## src/rtl/mem_access.sv

```systemverilog
// Load/store stage: one req/ack data-bus transaction per access, stalling the pipe until ack.
// Optional bus-ack watchdog is enabled by defining MEM_ACCESS_TIMEOUT_EN.
module mem_access #(
    parameter int TIMEOUT_CYCLES = 255
) (
    input  logic        clk,
    input  logic        rst_n,
    input  logic        ex_valid,
    input  logic        ex_load,
    input  logic        ex_store,
    input  logic [1:0]  ex_width,
    input  logic [31:0] ex_addr,
    input  logic [31:0] ex_wdata,
    output logic        bus_req,
    output logic        bus_we,
    output logic [31:0] bus_addr,
    output logic [31:0] bus_wdata,
    output logic [3:0]  bus_wstrb,
    input  logic        bus_ack,
    input  logic [31:0] bus_rdata,
    output logic        stall,
    output logic        done,
    output logic [1:0]  dmem_word_addr,
    output logic [31:0] dmem_rdata,
    output logic        misaligned,
    output logic        bus_err
);

    typedef enum logic {
        ST_IDLE = 1'b0,
        ST_BUSY = 1'b1
    } state_e;

    state_e      state_q, state_d;
    logic        access, misal, misal_hit, start, ack_take, tmo_hit, tmo_take;
    logic [3:0]  wstrb_d;
    logic [31:0] wdata_d;

    logic        bus_we_q;
    logic [31:0] bus_addr_q, bus_wdata_q;
    logic [3:0]  bus_wstrb_q;
    logic [1:0]  word_off_q, dmem_word_addr_q;
    logic [31:0] dmem_rdata_q;
    logic        done_q, misaligned_q;

    // Decode the access and build the lane-replicated store data and byte strobes.
    always_comb begin
        access  = ex_valid & (ex_load | ex_store);
        misal   = 1'b0;
        wstrb_d = 4'hf;
        wdata_d = ex_wdata;
        case (ex_width)
            2'd0: begin
                wstrb_d = 4'b0001 << ex_addr[1:0];
                wdata_d = {4{ex_wdata[7:0]}};
            end
            2'd1: begin
                misal   = ex_addr[0];
                wstrb_d = ex_addr[1] ? 4'b1100 : 4'b0011;
                wdata_d = {2{ex_wdata[15:0]}};
            end
            default: misal = |ex_addr[1:0];
        endcase
        misal_hit = (state_q == ST_IDLE) & access & misal;
        start     = (state_q == ST_IDLE) & access & ~misal;
    end

    always_comb begin
        state_d  = state_q;
        ack_take = 1'b0;
        tmo_take = 1'b0;
        case (state_q)
            ST_IDLE: if (start) state_d = ST_BUSY;
            ST_BUSY: begin
                if (bus_ack) begin
                    state_d  = ST_IDLE;
                    ack_take = 1'b1;
                end else if (tmo_hit) begin
                    state_d  = ST_IDLE;
                    tmo_take = 1'b1;
                end
            end
            default: state_d = ST_IDLE;
        endcase
    end

    always_ff @(posedge clk) begin
        if (!rst_n) begin
            state_q          <= ST_IDLE;
            bus_we_q         <= 1'b0;
            bus_addr_q       <= '0;
            bus_wdata_q      <= '0;
            bus_wstrb_q      <= '0;
            word_off_q       <= '0;
            dmem_word_addr_q <= '0;
            dmem_rdata_q     <= '0;
            done_q           <= 1'b0;
            misaligned_q     <= 1'b0;
        end else begin
            state_q      <= state_d;
            done_q       <= ack_take;
            misaligned_q <= misal_hit;
            if (start) begin
                bus_addr_q  <= {ex_addr[31:2], 2'b00};
                bus_we_q    <= ex_store;
                bus_wdata_q <= wdata_d;
                bus_wstrb_q <= ex_store ? wstrb_d : 4'b0000;
                word_off_q  <= ex_addr[1:0];
            end
            if (ack_take) begin
                dmem_word_addr_q <= word_off_q;
                if (!bus_we_q) dmem_rdata_q <= bus_rdata;
            end
        end
    end

`ifdef MEM_ACCESS_TIMEOUT_EN
    localparam int CW_RAW = $clog2(TIMEOUT_CYCLES + 1);
    localparam int CW     = (CW_RAW < 8) ? 8 : ((CW_RAW > 32) ? 32 : CW_RAW);

    logic [CW-1:0] cnt_q;
    logic          bus_err_q;

    // Counter holds the number of ack-less BUSY cycles already completed.
    always_ff @(posedge clk) begin
        if (!rst_n) begin
            cnt_q     <= '0;
            bus_err_q <= 1'b0;
        end else begin
            bus_err_q <= tmo_take;
            if (start) begin
                cnt_q <= '0;
            end else if (state_q == ST_BUSY && !bus_ack) begin
                cnt_q <= cnt_q + CW'(1);
            end
        end
    end

    assign tmo_hit = (cnt_q == CW'(TIMEOUT_CYCLES - 1));
    assign bus_err = bus_err_q;
`else
    logic unused_timeout_cfg;
    assign unused_timeout_cfg = (TIMEOUT_CYCLES != 0) | tmo_take;
    assign tmo_hit = 1'b0;
    assign bus_err = 1'b0;
`endif

    assign bus_req        = (state_q == ST_BUSY);
    assign stall          = start | ((state_q == ST_BUSY) & ~bus_ack);
    assign bus_we         = bus_we_q;
    assign bus_addr       = bus_addr_q;
    assign bus_wdata      = bus_wdata_q;
    assign bus_wstrb      = bus_wstrb_q;
    assign done           = done_q;
    assign dmem_word_addr = dmem_word_addr_q;
    assign dmem_rdata     = dmem_rdata_q;
    assign misaligned     = misaligned_q;

endmodule
```

## config.mk

```make
export PLATFORM = sky130hd
export DESIGN_NAME = mem_access
export DESIGN_NICKNAME = d
export VERILOG_FILES = /design/src/rtl/mem_access.sv
export SDC_FILE = /design/constraint.sdc
export NUM_CORES = 1
export LEC_CHECK = 0
export CAP_MARGIN = 15
export CORE_MARGIN = 2
export CORE_UTILIZATION = 41
export CTS_CLUSTER_DIAMETER = 100
export DETAILED_ROUTE_END_ITERATION = 7
export PLACE_DENSITY = 0.8
export SKIP_CTS_REPAIR_TIMING = 1
export SLEW_MARGIN = 20
export SYNTH_ARGS = -nofsm -noshare
export SYNTH_HDL_FRONTEND = slang
export SYNTH_SLANG_ARGS = --single-unit
```

## constraint.sdc

```tcl
create_clock -name clk -period 2.65 [get_ports clk]
set_input_delay 0.53 -clock clk [delete_from_list [all_inputs] [get_ports clk]]
set_output_delay 0.53 -clock clk [all_outputs]
set_load 0.05 [all_outputs]
```

Word level (Yosys, flattened, before mapping)
Cells that the tools add are included.

Shift operators: 1. Bitwise logic cells: 11. Eq/ne operators: 1. Mux-type cells: 10. Reduce and logical (&&, ||, !) cells: 3.

Operators with widths (number): $pmux 32 s2 (1); $mux 4 (2); $pmux 4 s2 (1); $and 1x1->1 (5); $mux 1 (4); $not 1->1 (4); $pmux 1 s2 (2); $shl 1x2->4 const A (1); $eq 2x1->1 const B (1); $logic_not 2->1 (1); $or 1x1->1 (2); $reduce_and 2->1 (1); $reduce_or 2->1 (1).

Logic and storage cells: 36. Register bits: 106.

Longest topological paths before layout
Gate-level depths: netlist of the first run.

Depth after elaboration: 6. Depth in mapped cells: 6. Depth with buffers taken out: 3.

Worst setup path after synthesis of the first run
OpenSTA, ideal clock, no wires.

Path type: input port to output port. Start point: in ex_width[0]. End point: out stall. Stages on the path: 6. Buffers on the path: 3. Arrival time: 1.951 ns. Slack: 0.169 ns. Cells stage by stage: buf_4 o21a_1 or4_1 buf_4 buf_4 nand2_1.

Word-level cells in the longest chain between the ends: 5.

RTL lines: from (decl) (RTL line 11) `input logic [1:0] ex_width,`; $eq 2x1->1 or $logic_not 2->1 (tied branches) (RTL line 52) `case (ex_width)`; $pmux 1 s2 * (RTL line 52); $not 1->1 * (RTL line 65) `start = (state_q == ST_IDLE) & access & ~misal;`; $and 1x1->1 * (RTL line 65); $or 1x1->1 * (RTL line 149) `assign stall = start | ((state_q == ST_BUSY) & ~bus_ack);`; to (decl) (RTL line 21) `output logic stall,`.

Mark *: on every way between the ends. The rest lies on a longest branch, timed or not.

Final worst setup path of the first run
Start point: in ex_width[1]. End point: out stall.

Same word-level chain as after synthesis.

==> reports/qor.txt, run 1 <==
Status = finished, final reports clean
Hold EP = dmem_rdata[9]$_SDFFE_PN0P_
Drt initial violations = 189
Die H = 109 um
Slew margin rel. = 60.7%
Clock Tree Root = clkbuf_8
Final Skew = 0.0103 ns
Buf+Inv Stages, Crit Path = 2
FMAX = 388 MHz
Vias = 4224
Routed WL per cell = 14.8 um
Dominant synthesized flop cell = dfxtp_1
Post-route minimum period = 2.57 ns
Gate Count Post-Synth = 522
Top Ports = 212
Antenna Cells = 0
Grt ovf = 0
Clock Path Buffers = 2
Leakage power = 0.00261 uW
DR vias/cell = 4.93
1st-pass router iterations = 4
Drt total wl = 12.7 mm
Area delta synth->final = 52.5%
Most frequent cells in the layout = clkdlybuf4s50_1, nand2_1, dfxtp_1
Fill cells = 905
Final Hold Fails = 0
Placed cells = 843
RSZ-0062 raised after global routing = no
VDD IR max = 0.253 mV
Family with the most delay on the worst path = simple AND/OR/NAND/NOR gates
Critical Path End Type = output port
Commonest non-fill, non-tap cell in the layout = clkdlybuf4s50_1
Worst-skew pair later-pin latency = 0.36 ns
Worst Path Arrival = 2.04 ns
Share of cells above drive strength 1 = 7.39%
GRT Total Usage = 20.8%
Setup_tns = 0 ns
Final HPWL DP = 9.57 mm
Row count = 38
Max stage delay cell, worst path = or4_2
RR Startpoint = bus_req$_SDFF_PN0_
Worst-Margin Slew = 0.588 ns
Distinct cell type count after synthesis = 32
Hold Crit Class = flop to flop
FF+latch count, synth = 106
CP cell instances = clkdlybuf4s50_1 -> and2_4 -> or4_2 -> nand2_2 -> buf_12
Initial antenna violation count = 0
Tcrit/Tclk final = 97.2%
Starting Density = 42.0%
Mapped cell area = 0.00453 sq mm
Worst Reg2Reg Path Length in Cells = 4
Hold depth = 2
Non-Filler Instances = 857
First-pass GRT wire length = 19.4 mm
Worst reg2reg setup slack = 0.74 ns
Core Area = 0.0108 sq mm
Max Fanout on Critical Path = 3
H-tree depth = 3
DIE WIDTH = 109 um
Maxcap violations = 0
GP Congestion = 0.788
Pwr Density = 501 mW/mm^2
Port Buffer Count = 208
Worst r2r dst = bus_wstrb[2]$_SDFFE_PN0P_
EDFF count, synth = 0
Register area share after synthesis = 46.9%
CTS clk-pin slew, worst paths = 0.09 ns
Worst hold start = dmem_rdata[9]$_SDFFE_PN0P_
CTS Buf Count = 9
Nets = 818
CP required = 2.12 ns
Startpoint types = primary input
Largest net degree at the start of global routing = 83
Fin. max-slew vios = 0
Avg Synthesized Cell Area = 8.67 sq um
Vias in the first global route = 4000
Die area = 0.0119 sq mm
DRC = 0
Synthesis Warnings = 0
Routed Antenna Nets = 0
Sink Count = 106
Crit path kind = primary input to output port
Slowest cell delay on critical path = 0.64 ns
Final Setup Violations = 0
CTS tree = yes
FFs w/ async S/R, synth = 0%
[cells in the mapped netlist, types with 4 or more instances]
library cell  number  area, sq um
nand2_1          184          691
dfxtp_1          106         2120
mux2i_1           67          671
a21oi_1           37          185
clkbuf_1          30          113
mux2_2            16          180
nand2b_1          10         62.6
o21a_1            10         75.1
nor3b_1            8         60.1
o211ai_1           8         60.1
o21ai_0            8         40.0
buf_4              6         45.0
buf_2              4         20.0
[how the worst max path moves through the flow]
stage / start / slack [ns] / depth (start not counted) / to
after detailed placement: ex_addr[1] / 0.03 / 5 / stall
after global routing: ex_width[1] / 0.003 / 5 / stall
after floorplan: ex_width[0] / 0.17 / 6 / stall
after CTS: ex_addr[1] / 0.03 / 5 / stall
after global placement: ex_addr[1] / 0.04 / 5 / stall
final: ex_width[1] / 0.08 / 5 / stall
[per-stage QoR]
step / instance area, sq um / hold slack, ns / util (%) / setup slack [ns] / total power (uW)
2_1_floorplan: 4540 / 0.435 / - / 0.169 / 2210
3_3_place_gp: 6730 / 0.442 / 62.4 / 0.0386 / 2550
3_5_place_dp: 6730 / 0.451 / 62.4 / 0.0332 / 2560
4_1_cts: 6900 / 0.464 / 64.0 / 0.0317 / 3500
5_1_grt: 6910 / 0.484 / 64.0 / 0.00344 / 3630
6_report: 6910 / 0.461 / 64.0 / 0.0751 / 3460
[cell families after synthesis]
kind of cell | Yosys count | share of synthesized area (%)
other | 1 | 0.0828
buffers and inverters | 46 | 4.92
flip-flops | 106 | 46.9
AO/OA/AOI/OAI | 70 | 9.34
multiplexers | 83 | 18.8
AND/OR/NAND/NOR | 216 | 20.0
[layout make-up]
cell class / instances / area, sq um / area share, %
tap: 140 / 175 / 2.54
clock inverter: 3 / 42.5 / 0.616
inverter: 2 / 7.51 / 0.109
sequential: 106 / 2120 / 30.7
multi-input combinational: 372 / 2200 / 31.9
timing repair buffer: 223 / 2230 / 32.2
clock buffer: 11 / 131 / 1.90
[registers in the layout, indices dropped and copies added (netlist names)]
register        flops
bus_wdata          32
bus_we              1
bus_wstrb           4
dmem_rdata         32
misaligned          1
bus_req             1
done                1
word_off_q          2
bus_addr           30
dmem_word_addr      2
[power breakdown]
group	internal (uW)	switching [uW]	leakage [uW]	total [uW]
Combinational	365	466	0.00166	831
Sequential	1660	35.1	0.000861	1690
Clock	427	506	0.0000853	933
[metal layers]
layer | vias up | share of wire [%] | global-route usage (%)
met5 | - | 0 | 0
met4 | 0 | 1.4 | 6.87
met3 | 15 | 10 | 7.95
met2 | 160 | 49 | 37.1
met1 | 1952 | 39 | 22.6
li1 | 2097 | - | -
[worst reg2reg max path, cell delays in order (launching register included)]
cell and delay (ns):
dfxtp_1 0.38, nand2b_4 0.17, or4_2 0.69, buf_4 0.31, o31ai_2 0.29
No activity file was read; power rests on OpenSTA's default activity.
==> run 2: changes to the inputs <==
==> constraint.sdc (replaced) <==
create_clock -name clk -period 2.65 [get_ports clk]
set_input_delay 0.53 -clock clk [delete_from_list [all_inputs] [get_ports clk]]
set_output_delay 0.53 -clock clk [all_outputs]
set_load 0.01 [all_outputs]
==> reports/qor.txt, run 2 (synthesis gave the netlist of run 1 again) <==
GP Congestion = 0.809 (+2.7%)
CP cell instances = clkdlybuf4s50_1 -> nand2b_4 -> or4_2 -> nand2_1 -> clkbuf_2
Top Ports = 212 (unchanged)
Final Skew = 0.00815 ns (-0.00213 ns)
H-tree depth = 3 (unchanged)
Worst Path Arrival = 2.02 ns (-0.02 ns)
Tcrit/Tclk final = 96.3% (-0.83 points)
Drt initial violations = 250 (+32%)
Largest net degree at the start of global routing = 88 (+6.0%)
Slowest cell delay on critical path = 0.68 ns (+0.04 ns)
Status = finished, final reports clean
Critical Path End Type = output port
Setup_tns = 0 ns (unchanged)
DIE WIDTH = 109 um (unchanged)
Family with the most delay on the worst path = simple AND/OR/NAND/NOR gates
Clock Tree Root = clkbuf_8
Setup crit end = stall
Worst hold start = dmem_word_addr[0]$_SDFFE_PN0P_
Max stage delay cell, worst path = or4_2
Initial antenna violation count = 1 (+1)
Core Area = 0.0108 sq mm (unchanged)
Startpoint types = primary input
Fill cells = 906 (+0.11%)
Worst-Margin Slew = 0.591 ns (+0.00234 ns)
DRC = 0 (unchanged)
CP required = 2.12 ns (about the same)
FMAX = 392 MHz (+0.86%)
Die H = 109 um (unchanged)
RSZ-0062 raised after global routing = no
Worst r2r dst = bus_wstrb[2]$_SDFFE_PN0P_
Crit path kind = primary input to output port
Design Area, Final = 0.00690 sq mm (about the same)
Routed WL per cell = 14.6 um (-1.1%)
Worst Reg2Reg Path Length in Cells = 4 (unchanged)
Cell Area, Placed = 0.00671 sq mm (-0.26%)
Hold Crit Class = flop to flop
Starting Density = 42.0% (unchanged)
Worst Setup SP = ex_valid
RR Startpoint = bus_req$_SDFF_PN0_
First-pass GRT wire length = 19.1 mm (-1.1%)
Vias in the first global route = 4048 (+1.2%)
Drt total wl = 12.6 mm (-0.88%)
DR vias/cell = 4.84 (-1.7%)
Sink Count = 106 (unchanged)
CTS Buf Count = 9 (unchanged)
Share of cells above drive strength 1 = 7.24% (-0.15 points)
Commonest non-fill, non-tap cell in the layout = clkdlybuf4s50_1
Final HPWL DP = 9.27 mm (-3.1%)
Final Setup Violations = 0 (unchanged)
Final Hold Fails = 0 (unchanged)
Max Fanout on Critical Path = 2 (-1)
Maxcap violations = 0 (unchanged)
Leakage power = 0.00261 uW (about the same)
Clock Path Buffers = 2 (unchanged)
CTS clk-pin slew, worst paths = 0.09 ns (about the same)
Port Buffer Count = 208 (unchanged)
Slew margin rel. = 60.6% (-0.16 points)
Routed Antenna Nets = 0 (unchanged)
Hold Worst Slack = 0.456 ns (-0.00480 ns)
Buf+Inv Stages, Crit Path = 2 (unchanged)
Post-route minimum period = 2.55 ns (-0.0220 ns)
Pwr Density = 475 mW/mm^2 (-5.1%)
1st-pass router iterations = 4 (unchanged)
CP Depth = 5 (unchanged)
Final Total Pwr = 3280 uW (-5.2%)
Vias = 4161 (-1.5%)
Grt ovf = 0 (unchanged)
Row count = 38 (unchanged)
Fin. max-slew vios = 0 (unchanged)
Area delta synth->final = 52.4% (about the same)
GRT Total Usage = 20.4% (-0.42 points)
Worst-skew pair later-pin latency = 0.35 ns (about the same)
VDD IR max = 0.236 mV (-6.8%)
Worst reg2reg setup slack = 0.85 ns (+0.11 ns)
Nets = 817 (-0.12%)
CTS tree = yes
Die area = 0.0119 sq mm (unchanged)
Most frequent cells in the layout = clkdlybuf4s50_1, nand2_1, dfxtp_1
run 2: tightest hold or removal path: cells and delay by family, from the launching register on:
| kind | cells | cell delay [ns] |
|---|---|---|
| flip-flops | 1 | 0.32 |
| AO/OA/AOI/OAI | 1 | 0.05 |
| AND/OR/NAND/NOR | 1 | 0.05 |
run 2: how the worst min path moves through the flow:
stage	end	slack, ns	depth (start not counted)
floorplan	word_off_q[0]$_SDFFE_PN0P_	0.43	2
global placement	bus_addr[20]$_SDFFE_PN0P_	0.44	2
detailed placement	dmem_rdata[5]$_SDFFE_PN0P_	0.45	2
CTS	dmem_rdata[5]$_SDFFE_PN0P_	0.46	2
global route	dmem_word_addr[0]$_SDFFE_PN0P_	0.48	2
finish	dmem_word_addr[0]$_SDFFE_PN0P_	0.46	2
run 2: layout make-up:
cell class | instances | area [sq um] | area share [%]
multi-input combinational | 372 | 2200 | 31.9
clock buffer | 12 | 135 | 1.96
clock inverter | 4 | 52.6 | 0.762
tap | 140 | 175 | 2.54
sequential | 106 | 2120 | 30.8
inverter | 2 | 7.51 | 0.109
timing repair buffer | 222 | 2210 | 32.0
antenna | 1 | 2.50 | 0.0363
run 2: per-layer routing:
| metal | GRT usage (%) | vias up | share of wire, % |
|---|---|---|---|
| met5 | 0 | - | 0 |
| met4 | 6.78 | 0 | 1.4 |
| met3 | 7.17 | 16 | 10 |
| met2 | 37.2 | 151 | 49 |
| met1 | 21.9 | 1894 | 39 |
| li1 | - | 2100 | - |
run 2: stage by stage:
stage | std cells | utilization [%] | setup slack (ns)
floorplan | 524 | - | 0.414
global placement | 842 | 62.2 | -0.336
detailed placement | 842 | 62.2 | -0.363
CTS | 858 | 63.9 | -0.368
global route | 859 | 63.9 | 0.0409
finish | 859 | 63.9 | 0.0971
run 2: power breakdown:
group	total [uW]	switching [uW]	leakage (uW)	internal, uW
Clock	966	527	0.0000828	439
Combinational	620	260	0.00166	360
Sequential	1690	33.8	0.000861	1660
